==> config.mk <==
export PLATFORM = sky130hd
export DESIGN_NAME = axi_ram_rr_port_arb
export DESIGN_NICKNAME = d
export VERILOG_FILES = /design/src/rtl/axi_ram_rr_port_arb.sv
export SDC_FILE = /design/constraint.sdc
export NUM_CORES = 1
export LEC_CHECK = 0
export CELL_PAD_IN_SITES_DETAIL_PLACEMENT = 1
export CELL_PAD_IN_SITES_GLOBAL_PLACEMENT = 1
export CORE_ASPECT_RATIO = 0.9
export CORE_UTILIZATION = 21
export DETAILED_ROUTE_END_ITERATION = 6
export PLACE_DENSITY = 0.87
export SLEW_MARGIN = 20
export SYNTH_ARGS = -nofsm -noshare
export SYNTH_HDL_FRONTEND = slang
export SYNTH_SLANG_ARGS = --single-unit
==> constraint.sdc <==
create_clock -name clk -period 1.7 [get_ports clk]
set_input_delay 0.34 -clock clk [delete_from_list [all_inputs] [get_ports clk]]
set_output_delay 0.34 -clock clk [all_outputs]
set_load 0.05 [all_outputs]
==> src/rtl/axi_ram_rr_port_arb.sv <==
// Round-robin arbiter that shares one AXI4 slave between two single-word requesters.
// Only one single-beat transaction is in flight at a time, and its response is routed back to the requester that owns it.
module axi_ram_rr_port_arb #(
  parameter int DATA_WIDTH = 32,
  parameter int ADDR_WIDTH = 16,
  parameter int STRB_WIDTH = DATA_WIDTH/8,
  parameter int ID_WIDTH   = 8
) (
  input  logic                    clk,
  input  logic                    RESET,

  input  logic [1:0]              req_valid,
  output logic [1:0]              req_ready,
  input  logic [1:0]              req_we,
  input  logic [2*ADDR_WIDTH-1:0] req_addr,
  input  logic [2*DATA_WIDTH-1:0] req_wdata,
  input  logic [2*STRB_WIDTH-1:0] req_wstrb,
  output logic [1:0]              rsp_valid,
  output logic [DATA_WIDTH-1:0]   rsp_rdata,
  output logic [1:0]              rsp_resp,

  output logic [ID_WIDTH-1:0]     m_axi_awid,
  output logic [ADDR_WIDTH-1:0]   m_axi_awaddr,
  output logic [7:0]              m_axi_awlen,
  output logic [2:0]              m_axi_awsize,
  output logic [1:0]              m_axi_awburst,
  output logic                    m_axi_awlock,
  output logic [3:0]              m_axi_awcache,
  output logic [2:0]              m_axi_awprot,
  output logic                    m_axi_awvalid,
  input  logic                    m_axi_awready,
  output logic [DATA_WIDTH-1:0]   m_axi_wdata,
  output logic [STRB_WIDTH-1:0]   m_axi_wstrb,
  output logic                    m_axi_wlast,
  output logic                    m_axi_wvalid,
  input  logic                    m_axi_wready,
  input  logic [ID_WIDTH-1:0]     m_axi_bid,
  input  logic [1:0]              m_axi_bresp,
  input  logic                    m_axi_bvalid,
  output logic                    m_axi_bready,
  output logic [ID_WIDTH-1:0]     m_axi_arid,
  output logic [ADDR_WIDTH-1:0]   m_axi_araddr,
  output logic [7:0]              m_axi_arlen,
  output logic [2:0]              m_axi_arsize,
  output logic [1:0]              m_axi_arburst,
  output logic                    m_axi_arlock,
  output logic [3:0]              m_axi_arcache,
  output logic [2:0]              m_axi_arprot,
  output logic                    m_axi_arvalid,
  input  logic                    m_axi_arready,
  input  logic [ID_WIDTH-1:0]     m_axi_rid,
  input  logic [DATA_WIDTH-1:0]   m_axi_rdata,
  input  logic [1:0]              m_axi_rresp,
  input  logic                    m_axi_rlast,
  input  logic                    m_axi_rvalid,
  output logic                    m_axi_rready
);

  typedef enum logic [2:0] {
    IDLE,
    WR_ADDR_DATA,
    WR_RESP,
    RD_ADDR,
    RD_DATA
  } state_t;

  state_t                  state;
  logic                    last_grant;
  logic                    owner;
  logic [ADDR_WIDTH-1:0]   addr_q;
  logic [DATA_WIDTH-1:0]   wdata_q;
  logic [STRB_WIDTH-1:0]   wstrb_q;

  logic                    grant;
  logic                    grant_any;

  // With only one transaction outstanding, response IDs and rlast carry no extra information.
  logic unused_ok;
  assign unused_ok = ^{m_axi_bid, m_axi_rid, m_axi_rlast};

  // Give priority to the port that was not granted last, and fall back to the other port if it is idle.
  // NOTE: every always_comb output gets a default first so that no path leaves it unassigned (no latch).
  always_comb begin
    grant     = last_grant;
    grant_any = 1'b0;
    if (state == IDLE && !RESET) begin
      if (req_valid[~last_grant]) begin
        grant     = ~last_grant;
        grant_any = 1'b1;
      end else if (req_valid[last_grant]) begin
        grant     = last_grant;
        grant_any = 1'b1;
      end
    end
  end

  assign req_ready = grant_any ? (grant ? 2'b10 : 2'b01) : 2'b00;

  assign m_axi_awid    = ID_WIDTH'(owner);
  assign m_axi_awaddr  = addr_q;
  assign m_axi_awlen   = 8'd0;
  assign m_axi_awsize  = 3'($clog2(STRB_WIDTH));
  assign m_axi_awburst = 2'b01;
  assign m_axi_awlock  = 1'b0;
  assign m_axi_awcache = 4'b0011;
  assign m_axi_awprot  = 3'b000;
  assign m_axi_wdata   = wdata_q;
  assign m_axi_wstrb   = wstrb_q;
  assign m_axi_wlast   = 1'b1;
  assign m_axi_arid    = ID_WIDTH'(owner);
  assign m_axi_araddr  = addr_q;
  assign m_axi_arlen   = 8'd0;
  assign m_axi_arsize  = 3'($clog2(STRB_WIDTH));
  assign m_axi_arburst = 2'b01;
  assign m_axi_arlock  = 1'b0;
  assign m_axi_arcache = 4'b0011;
  assign m_axi_arprot  = 3'b000;

  // NOTE: all sequential state uses non-blocking assignments, so every register samples its pre-edge value.
  always_ff @(posedge clk) begin
    if (RESET) begin
      state         <= IDLE;
      last_grant    <= 1'b1;
      owner         <= 1'b0;
      addr_q        <= '0;
      wdata_q       <= '0;
      wstrb_q       <= '0;
      m_axi_awvalid <= 1'b0;
      m_axi_wvalid  <= 1'b0;
      m_axi_bready  <= 1'b0;
      m_axi_arvalid <= 1'b0;
      m_axi_rready  <= 1'b0;
      rsp_valid     <= 2'b00;
      rsp_rdata     <= '0;
      rsp_resp      <= 2'b00;
    end else begin
      rsp_valid <= 2'b00;
      case (state)
        IDLE: begin
          if (grant_any) begin
            last_grant <= grant;
            owner      <= grant;
            addr_q     <= grant ? req_addr[2*ADDR_WIDTH-1:ADDR_WIDTH] : req_addr[ADDR_WIDTH-1:0];
            wdata_q    <= grant ? req_wdata[2*DATA_WIDTH-1:DATA_WIDTH] : req_wdata[DATA_WIDTH-1:0];
            wstrb_q    <= grant ? req_wstrb[2*STRB_WIDTH-1:STRB_WIDTH] : req_wstrb[STRB_WIDTH-1:0];
            if (req_we[grant]) begin
              state         <= WR_ADDR_DATA;
              m_axi_awvalid <= 1'b1;
              m_axi_wvalid  <= 1'b1;
            end else begin
              state         <= RD_ADDR;
              m_axi_arvalid <= 1'b1;
            end
          end
        end
        // AW and W complete independently; each valid falls after its own handshake and is never raised again.
        WR_ADDR_DATA: begin
          if (m_axi_awready) m_axi_awvalid <= 1'b0;
          if (m_axi_wready)  m_axi_wvalid  <= 1'b0;
          if ((!m_axi_awvalid || m_axi_awready) && (!m_axi_wvalid || m_axi_wready)) begin
            state        <= WR_RESP;
            m_axi_bready <= 1'b1;
          end
        end
        WR_RESP: begin
          if (m_axi_bvalid) begin
            rsp_rdata    <= '0;
            rsp_resp     <= m_axi_bresp;
            rsp_valid    <= owner ? 2'b10 : 2'b01;
            m_axi_bready <= 1'b0;
            state        <= IDLE;
          end
        end
        RD_ADDR: begin
          if (m_axi_arready) begin
            m_axi_arvalid <= 1'b0;
            m_axi_rready  <= 1'b1;
            state         <= RD_DATA;
          end
        end
        RD_DATA: begin
          if (m_axi_rvalid) begin
            rsp_rdata    <= m_axi_rdata;
            rsp_resp     <= m_axi_rresp;
            rsp_valid    <= owner ? 2'b10 : 2'b01;
            m_axi_rready <= 1'b0;
            state        <= IDLE;
          end
        end
        default: state <= IDLE;
      endcase
    end
  end

endmodule

==> out/qor.yml, run 1 <==
die:
  core_mm2: 0.0202
  dieArea_mm2: 0.0215
  io-pin-count: 338
  initial_core_util_pct: 21.8
  rows: 49
  dieHeight_um: 139
  die_w_um: 155
route:
  vias: 4456
  wl_per_cell_um: 17.1
  first_pass_iters: 6
  drt-initial-drc-count: 300
  avgViaCountPerCell: 4.47
  drtAntennaViolNets: 0
  drc: 0
  wl_um: 17100
timing:
  fmax_mhz: 525
  rsz0062_at_grt: "true"
  max_slew.worst_pin.slew_ns: 0.517
  holdWs_ns: 0.371
  finalWorstSetupSlack_ns: -0.204
  finClkSkew_ns: 0.00579
  timing.final.crit_share_pct: 112
  slew_headroom_pct: 65.5
  slew_violations: 0
  fin_crit_ns: 1.90
  setup_viol_count_final: 2
  hold_viol: 0
pwr:
  pwr_density_cell_mw_per_mm2: 1070
  vdd_drop_max_mv: 0.479
  cellLeakagePower_nw: 3.34
global_routing:
  grt_antenna_before_repair: 0
  track_usage_pct: 14.7
  grt_pass1_vias: 4356
  grt_max_degree: 71
  gr-total-overflow: 0
  grt_pass1_wl_um: 24200
run:
  max-cap-violations: 0
place:
  io_buffers: 263
  hpwl_um: 11500
  placed_cell_area_mm2: 0.00684
  post-place-ws_ns: -0.523
  place_congestion: 0.714
yosys:
  synth.distinct_cells: 36
  netlist_instances: 477
  synth.area.top_cells: "dfxtp_1 45%, buf_4 14%, a222oi_1 12%"
  yosysWarningCount: 0
  yosysMostFrequentCell: "dfxtp_1"
  synth_edf_count: 0
  netlist_area_mm2: 0.00440
  yosysSeqAreaShare_pct: 44.6
  synth_seq_cells: 98
  ys.flop_type: "dfxtp_1"
  yosysTopAreaCell: "dfxtp_1"
  ys_top_cells_by_count: "98 x dfxtp_1, 85 x buf_4, 53 x inv_1"
  synth.avg_cell_area_um2: 9.23
  async_flop_share_pct: 0
  synth_top_cell_area_share_pct: 44.6
setup_path:
  cp_common_cell: "buf_12"
  slowest_delay_ns: 0.34
  crit_path_start: "state[0]"
  endpoint: "req_ready[0]"
  cp_slowest_cell: "dfxtp_2"
  criticalPathCategory: "flip-flop to output pin"
  critical-path-top-delay-family: "simple AND/OR/NAND/NOR gates"
  crit_path_max_fanout: 4
  crit_buf_inv: 3
  critPathRequiredTime_ns: 1.36
  cp.arrival_ns: 1.56
  critical_path.cell_chain: "nor4_4, buf_4, and3_4, buf_12, buf_12"
  reg2reg_slack_ns: 0.04
  cp-end-kind: "output pin"
  r2r-end: "m_axi_araddr[14]"
  worst_r2r_startpoint: "state[2]"
  setup.worst_path.start_class: "flip-flop"
  r2r_cells: 8
  cp.depth: 5
layout:
  fin_nets: 906
  diodes: 0
  final_area_mm2: 0.00746
  drive_gt1_share_pct: 25.5
  fillers: 2313
  area_delta_synth_final_pct: 69.4
cts:
  clk_pin_slew_ns: 0.07
  cts_root_buf: "clkbuf_16"
  numCtsBuffers: 9
  clock_latency_ns: 0.35
  h-tree-depth: 3
  cts_tree: "built"
  cts.path.max_buffers: 2
  cts.sinks: 98
run_status:
  violations: "negative setup slack"
  status: "complete, but fails checks"
hold_path:
  min_path_type: "input pin to flip-flop"
[final cells by class]
class                   count  area (µm²)  share of cell area [%]
repair buffers            305        2920                    39.1
flip-flops and latches     98        1970                    26.4
multi-input cells         271        1760                    23.6
well taps                 255         319                    4.28
clock buffers               9         225                    3.02
inverters                  53         199                    2.67
clock inverters             6        73.8                   0.990
[how the worst min path moves through the flow]
| stage | from | endpoint | cells past startpoint |
|---|---|---|---|
| after floorplan | owner | rsp_valid[0] | 1 |
| after global placement | m_axi_wdata[13] | m_axi_wdata[13] | 2 |
| after detailed placement | m_axi_wdata[22] | m_axi_wdata[22] | 2 |
| after CTS | RESET | last_grant | 3 |
| after global routing | req_valid[1] | last_grant | 3 |
| final | req_valid[1] | last_grant | 3 |
[kinds of logic (layout without fill, tap and decap cells)]
family          count (synthesis)  count (layout)  synth area share (%)
compound gates                104             104                  18.4
flops                          98              98                  44.6
simple gates                  106             106                  14.0
mux                             4               4                  1.22
other cells                     2              57                 0.171
buf+inv                       163             373                  21.7
[cell usage in the layout (no fill, tap or decap), types with 6 or more instances in the layout]
cell / count
dfxtp_1: 94
buf_12: 9
buf_4: 133
nand2b_1: 34
nand3_1: 35
conb_1: 57
nor2_1: 7
clkbuf_16: 12
clkdlybuf4s50_1: 147
inv_1: 53
nand2_1: 6
a21oi_1: 38
a222oi_1: 52
[worst register-to-register path, delay by kind of cell, from the launching register on]
family                 cells  cell delay (ns)
AO/OA/AOI/OAI              1             0.34
buffers and inverters      5             0.61
AND/OR/NAND/NOR            2             0.23
flip-flops                 1             0.36
[per-layer routing]
layer | vias up | routed length, µm | GRT usage [%] | share of wire, %
met1 | 2150 | 6250 | 15.2 | 37
li1 | 2077 | - | - | -
met4 | 0 | 189 | 4.06 | 1.1
met3 | 14 | 1500 | 5.39 | 8.8
met5 | - | 0 | 0 | 0
met2 | 215 | 9140 | 27.6 | 54
[metrics by stage]
step | std cells | util, % | power, mW | TNS [ns]
3_5_place_dp | 965 | 33.8 | 5.72 | -30.20
3_3_place_gp | 965 | 33.8 | 5.67 | -25.29
4_1_cts | 987 | 36.1 | 8.04 | -0.424
6_report | 997 | 36.9 | 7.99 | -0.384
5_1_grt | 997 | 36.9 | 8.36 | -0.618
2_1_floorplan | 532 | - | 4.77 | 0
[state kept, by name, summed over array words and instances, names as in the netlist]
name,cells
m_axi_wdata,32
rsp_rdata,32
m_axi_araddr,16
m_axi_wstrb,4
state,3
rsp_resp,2
rsp_valid,2
last_grant,1
m_axi_arvalid,1
m_axi_awvalid,1
m_axi_bready,1
m_axi_rready,1
m_axi_wvalid,1
owner,1
[what timing repair did]
| item | CTS | global route |
|---|---|---|
| endpoints found under the hold margin | 0 | 0 |
| hold buffers | 0 | 0 |
| gates cloned | 3 | 3 |
| setup endpoints to repair | 55 | 86 |
| buffers inserted | 4 | 9 |
| gates resized for setup | 14 | 11 |
| pin swaps | 14 | 15 |
[report_power, final]
| group | switching [mW] | total, mW | leakage, nW | internal, mW |
|---|---|---|---|---|
| registers | 0.169 | 2.70 | 0.802 | 2.54 |
| logic | 1.98 | 3.15 | 2.40 | 1.16 |
| clock network | 0.983 | 2.14 | 0.140 | 1.16 |
| total | 3.14 | 7.99 | 3.34 | 4.86 |
(Power assumes the default switching activity.)
==> run 2, diff against run 1 <==
--- a/config.mk
+++ b/config.mk
@@ -11,7 +11,9 @@
 export CORE_UTILIZATION = 21
 export DETAILED_ROUTE_END_ITERATION = 6
 export PLACE_DENSITY = 0.87
+export RECOVER_POWER = 50
 export SLEW_MARGIN = 20
 export SYNTH_ARGS = -nofsm -noshare
 export SYNTH_HDL_FRONTEND = slang
 export SYNTH_SLANG_ARGS = --single-unit
+export TNS_END_PERCENT = 5
==> run 2 against run 1 <==
  * Sequential power is essentially flat
  * Maximum frequency grew 0.10%
  * Count of clock-buffer cells in the layout is the same
  * Sequential cell count did not move
  * Register-to-register slack worse by 0.16 ns
  * Global-route usage fell by 0.27 points
  * Hold slack improved by 0.0021 ns
  * Final cell count is the same
  * Die area unchanged
  * The run ends with design-rule violations, negative setup slack left
  * Highest routed layer unchanged
  * Routed wire length down 1.7%
  * Sequential share of layout area rose by 1.1 points
==> out/qor.yml, run 2 (same netlist as run 1, synthesis figures left out) <==
layout:
  layout.cells.non_filler: 997
  final_cell_mix: "147 x clkdlybuf4s50_1, 96 x dfxtp_1, 57 x conb_1"
  fillers: 2344
  drive_gt1_share_pct: 19.3
  fin_nets: 906
  fin_util_pct: 35.4
  diodes: 0
  area_delta_synth_final_pct: 62.5
  final_common_cell: "clkdlybuf4s50_1"
pwr:
  total_power_mw: 7.81
  vdd_drop_max_mv: 0.484
  pwr_density_cell_mw_per_mm2: 1090
  cellLeakagePower_nw: 3.13
timing:
  hold_viol: 0
  setup_viol_count_final: 56
  holdWs_ns: 0.373
  fin_crit_ns: 1.90
  slew_headroom_pct: 57.1
  rsz0062_at_grt: "true"
  timing.final.crit_share_pct: 112
  slew_violations: 0
  finClkSkew_ns: 0.00592
  finalWorstSetupSlack_ns: -0.202
  fmax_mhz: 526
  max_slew.worst_pin.slew_ns: 0.646
route:
  drtAntennaViolNets: 0
  wl_um: 16800
  drt-initial-drc-count: 341
  first_pass_iters: 7
  topRoutingLayerUsed: "met4"
  avgViaCountPerCell: 4.47
  wl_met1_um: 6200
  wl_met3_um: 1490
  drc: 3
  vias: 4461
  wl_met2_um: 8920
  wl_per_cell_um: 16.8
global_routing:
  grt_antenna_before_repair: 0
  grt_max_degree: 71
  grt_pass1_wl_um: 23800
  track_usage_pct: 14.4
  grt_pass1_vias: 4327
  gr-total-overflow: 0
cts:
  clock_latency_ns: 0.35
  cts.sinks: 98
  cts_tree: "built"
  h-tree-depth: 3
  cts.path.max_buffers: 2
  numCtsBuffers: 9
  clk_pin_slew_ns: 0.07
  cts_root_buf: "clkbuf_16"
setup_path:
  reg2reg_slack_ns: -0.12
  cp_slowest_cell: "dfxtp_2"
  endpoint: "req_ready[1]"
  criticalPathCategory: "flip-flop to output pin"
  crit_path_start: "state[0]"
  critical_path.cell_chain: "nor4_4, buf_4, and3_4, buf_6, buf_12"
  slowest_delay_ns: 0.34
  setup.worst_path.start_class: "flip-flop"
  cp-end-kind: "output pin"
  crit_path_max_fanout: 2
  critPathRequiredTime_ns: 1.36
  worst_r2r_startpoint: "state[0]"
  r2r_cells: 8
  cp.arrival_ns: 1.56
  r2r-end: "m_axi_araddr[11]"
run_status:
  status: "complete, but fails checks"
  violations: "design-rule violations, negative setup slack"
die:
  core_mm2: 0.0202
  die_w_um: 155
  dieHeight_um: 139
  dieArea_mm2: 0.0215
  rows: 49
  io-pin-count: 338
  initial_core_util_pct: 21.8
place:
  io_buffers: 263
  hpwl_um: 11500
  placed_cells: 965
  place_congestion: 0.714
hold_path:
  hp-start: "req_valid[1]"
  min_path_type: "input pin to flip-flop"
run:
  max-cap-violations: 0
==> run 2: changes by cell type in the layout (fill, tap and decap cells not counted), moves of 2 or more <==
cell and change:
clkbuf_1 +40, buf_1 +4, buf_16 -3, dfxtp_2 -2, clkbuf_2 +51, dfxtp_1 +2
buf_6 -2, buf_4 -92
==> run 2: worst min path at each step <==
stage | cells after the start | slack, ns | end
2_1_floorplan | 1 | 0.46 | rsp_valid[0]
3_3_place_gp | 2 | 0.45 | m_axi_wdata[13]
3_5_place_dp | 2 | 0.45 | m_axi_wdata[22]
4_1_cts | 3 | 0.41 | last_grant
5_1_grt | 3 | 0.39 | last_grant
6_report | 3 | 0.37 | last_grant
==> run 2: repair_timing <==
| action | CTS | global route |
|---|---|---|
| resized for setup | 10 | 10 |
| cloned | 2 | 4 |
| endpoints found under the setup margin | 55 | 87 |
| setup buffers | 4 | 8 |
| endpoints found under the hold margin | 0 | 0 |
| pin swaps | 6 | 20 |
| hold buffers | 0 | 0 |
==> run 2: metrics by stage <==
stage	setup TNS (ns)	setup slack, ns	cell area [µm²]
2_1_floorplan	0	0.0361	4610
3_3_place_gp	-25.29	-0.417	6840
3_5_place_dp	-30.20	-0.523	6840
4_1_cts	-0.424	-0.227	7260
5_1_grt	-9.31	-0.259	7150
6_report	-3.69	-0.202	7150
==> run 2: layout make-up <==
| class | instances | area, µm² | area share [%] |
|---|---|---|---|
| clock inverters | 6 | 73.8 | 1.03 |
| repair buffers | 305 | 2620 | 36.6 |
| inverters | 53 | 199 | 2.78 |
| clock buffers | 9 | 225 | 3.15 |
| multi-input cells | 271 | 1760 | 24.6 |
| flip-flops and latches | 98 | 1960 | 27.5 |
| well taps | 255 | 319 | 4.46 |
==> run 2: layer usage <==
layer	track usage, %	vias up
li1	-	2082
met1	14.9	2138
met2	26.9	228
met3	5.57	13
met4	4.06	0
met5	0	-
==> run 2: worst max-delay path: cells and delay by family, from the launching register on <==
family | cells | cell delay, ns
flops | 1 | 0.34
simple gates | 2 | 0.48
buf+inv | 3 | 0.40
==> run 2: report_power, final <==
group	internal (mW)	total (mW)	switching (mW)
Clock	1.16	2.14	0.981
Sequential	2.53	2.70	0.164
Combinational	0.997	2.97	1.97
==> run 3, diff against run 2 <==
--- a/config.mk
+++ b/config.mk
@@ -8,9 +8,9 @@
 export CELL_PAD_IN_SITES_DETAIL_PLACEMENT = 1
 export CELL_PAD_IN_SITES_GLOBAL_PLACEMENT = 1
 export CORE_ASPECT_RATIO = 0.9
-export CORE_UTILIZATION = 21
+export CORE_UTILIZATION = 23
 export DETAILED_ROUTE_END_ITERATION = 6
-export PLACE_DENSITY = 0.87
+export PLACE_DENSITY = 0.9
 export RECOVER_POWER = 50
 export SLEW_MARGIN = 20
 export SYNTH_ARGS = -nofsm -noshare
==> constraint.sdc (replaced) <==
create_clock -name clk -period 1.9 [get_ports clk]
set_input_delay 0.38 -clock clk [delete_from_list [all_inputs] [get_ports clk]]
set_output_delay 0.38 -clock clk [all_outputs]
set_load 0.05 [all_outputs]
==> run 3 against run 2 <==
  * The run ends with negative setup slack left
  * Register-to-register slack better by 0.12 ns
  * First-iteration DRC count fell by 13%
  * Critical path depth is the same
  * Worst setup slack gained 0.16 ns
  * Sequential cell count is the same
  * Die area fell by 8.6%
  * Utilization rose by 3.6 points
  * Clock power down 18%
  * Sequential power shrank 10%
  * Count of clock-buffer cells in the layout grew 1
  * Sequential share of layout area fell by 0.34 points
  * Clock skew grew 0.0040 ns
  * Highest routed layer unchanged
==> out/qor.yml, run 3 (same netlist as run 1, synthesis figures left out) <==
global_routing:
  track_usage_pct: 16.2
  met3_usage_pct: 6.34
  gr-total-overflow: 0
  grt_use_met2_pct: 31.5
  grt_pass1_vias: 4666
  grt_antenna_before_repair: 0
  grt_max_degree: 47
  grt_util_met1_pct: 15.0
  grt_busiest_layer: "met2"
  grt_pass1_wl_um: 24700
timing:
  finalWorstSetupSlack_ns: -0.0444
  max_slew.worst_pin.slew_ns: 0.738
  hold_viol: 0
  holdWs_ns: 0.467
  rsz0062_at_grt: "true"
  tns_ns: -0.0444
  slew_headroom_pct: 51.0
  finClkSkew_ns: 0.00997
  fin_crit_ns: 1.94
  timing.final.crit_share_pct: 102
  setup_viol_count_final: 1
  fmax_mhz: 514
  slew_violations: 0
place:
  post-place-ws_ns: -0.301
  placed_cells: 953
  placed_cell_area_mm2: 0.00697
  place_congestion: 0.757
  io_buffers: 263
  hpwl_um: 11900
run_status:
  status: "complete, but fails checks"
  violations: "negative setup slack"
cts:
  cts_root_buf: "clkbuf_16"
  clock_latency_ns: 0.34
  cts.path.max_buffers: 2
  clk_pin_slew_ns: 0.07
  cts_tree: "built"
  numCtsBuffers: 9
  h-tree-depth: 3
  cts.sinks: 98
run:
  max-cap-violations: 0
layout:
  final_area_mm2: 0.00725
  final_common_cell: "clkdlybuf4s50_1"
  layout.cells.non_filler: 976
  area_delta_synth_final_pct: 64.7
  fin_util_pct: 39.0
  drive_gt1_share_pct: 9.99
  fin_nets: 894
  final_cell_mix: "152 x clkdlybuf4s50_1, 95 x dfxtp_1, 57 x conb_1"
  diodes: 0
setup_path:
  crit_path_start: "state[0]"
  crit_path_max_fanout: 2
  reg2reg_slack_ns: 0
  cp.arrival_ns: 1.56
  cp-end-kind: "output pin"
  endpoint: "req_ready[1]"
  criticalPathCategory: "flip-flop to output pin"
  r2r-end: "m_axi_araddr[11]"
  setup.worst_path.start_class: "flip-flop"
  r2r_cells: 7
  worst_r2r_startpoint: "state[1]"
  critPathRequiredTime_ns: 1.52
route:
  drt-initial-drc-count: 296
  drc: 0
  wl_um: 16600
  avgViaCountPerCell: 4.56
  drtAntennaViolNets: 0
  wl_per_cell_um: 17.0
  vias: 4446
  first_pass_iters: 7
pwr:
  power_frac_seq_pct: 35.5
  p_int_mw: 4.07
  cellLeakagePower_nw: 3.52
  clockPowerShare_pct: 25.8
  vdd_drop_max_mv: 0.352
  sw_frac_of_total_pct: 40.3
  total_power_mw: 6.81
  comb_power_share_pct: 38.7
  p_switching_mw: 2.75
  pwr_density_cell_mw_per_mm2: 940
die:
  initial_core_util_pct: 23.7
  die_w_um: 148
  core_mm2: 0.0186
  rows: 47
  dieArea_mm2: 0.0197
  dieHeight_um: 133
  io-pin-count: 338
hold_path:
  min_path_type: "flip-flop to flip-flop"
[run 3: cell count changes in the layout (fill, tap and decap cells not counted), moves of 3 or more]
cell | before | now
clkbuf_16 | 13 | 9
buf_4 | 41 | 35
clkbuf_2 | 52 | 0
dlygate4sd2_1 | 0 | 38
clkbuf_1 | 40 | 35
buf_1 | 4 | 0
buf_6 | 3 | 0
dlymetal6s2s_1 | 1 | 22
clkdlybuf4s50_1 | 147 | 152
[run 3: final cells by class]
| type | instances | area (µm²) |
|---|---|---|
| well taps | 245 | 307 |
| clock buffers | 10 | 229 |
| fillers | 2158 | 11300 |
| multi-input cells | 271 | 1730 |
| repair buffers | 293 | 2770 |
| clock inverters | 6 | 48.8 |
| flip-flops and latches | 98 | 1970 |
| inverters | 53 | 199 |
[run 3: worst min path at each step]
| stage | startpoint | end | cells after the start |
|---|---|---|---|
| floorplan | owner | rsp_valid[0] | 1 |
| global placement | m_axi_wdata[20] | m_axi_wdata[20] | 2 |
| detailed placement | m_axi_wdata[16] | m_axi_wdata[16] | 2 |
| CTS | RESET | last_grant | 3 |
| global route | RESET | last_grant | 3 |
| finish | m_axi_wdata[16] | m_axi_wdata[16] | 2 |
[run 3: timing repair]
action / CTS / global route
hold buffers: 0 / 0
gates resized for setup: 42 / 24
pin swaps: 3 / 2
gates cloned: 2 / 0
buffers inserted: 5 / 0
setup endpoints to repair: 42 / 27
[run 3: routing by layer]
layer | vias to the layer above | part of all wire, %
met5 | - | 0
met4 | 0 | 2.1
met3 | 22 | 10
met2 | 226 | 54
met1 | 2145 | 34
li1 | 2053 | -
[run 3: power groups by stage]
stage / clock (mW) / combinational (mW) / sequential (mW)
2_1_floorplan: 0 / 1.15 / 3.12
3_5_place_dp: 0 / 2.71 / 2.46
5_1_grt: 1.90 / 2.77 / 2.44
3_3_place_gp: 0 / 2.67 / 2.45
6_report: 1.76 / 2.64 / 2.42
4_1_cts: 1.84 / 2.72 / 2.42
[run 3: worst max-delay path, cell delays in order, from the launching register on]
cell and delay, ns:
dfxtp_2 0.34, nor4_4 0.30, buf_4 0.16, and3_4 0.19
buf_12 0.11, buf_12 0.12
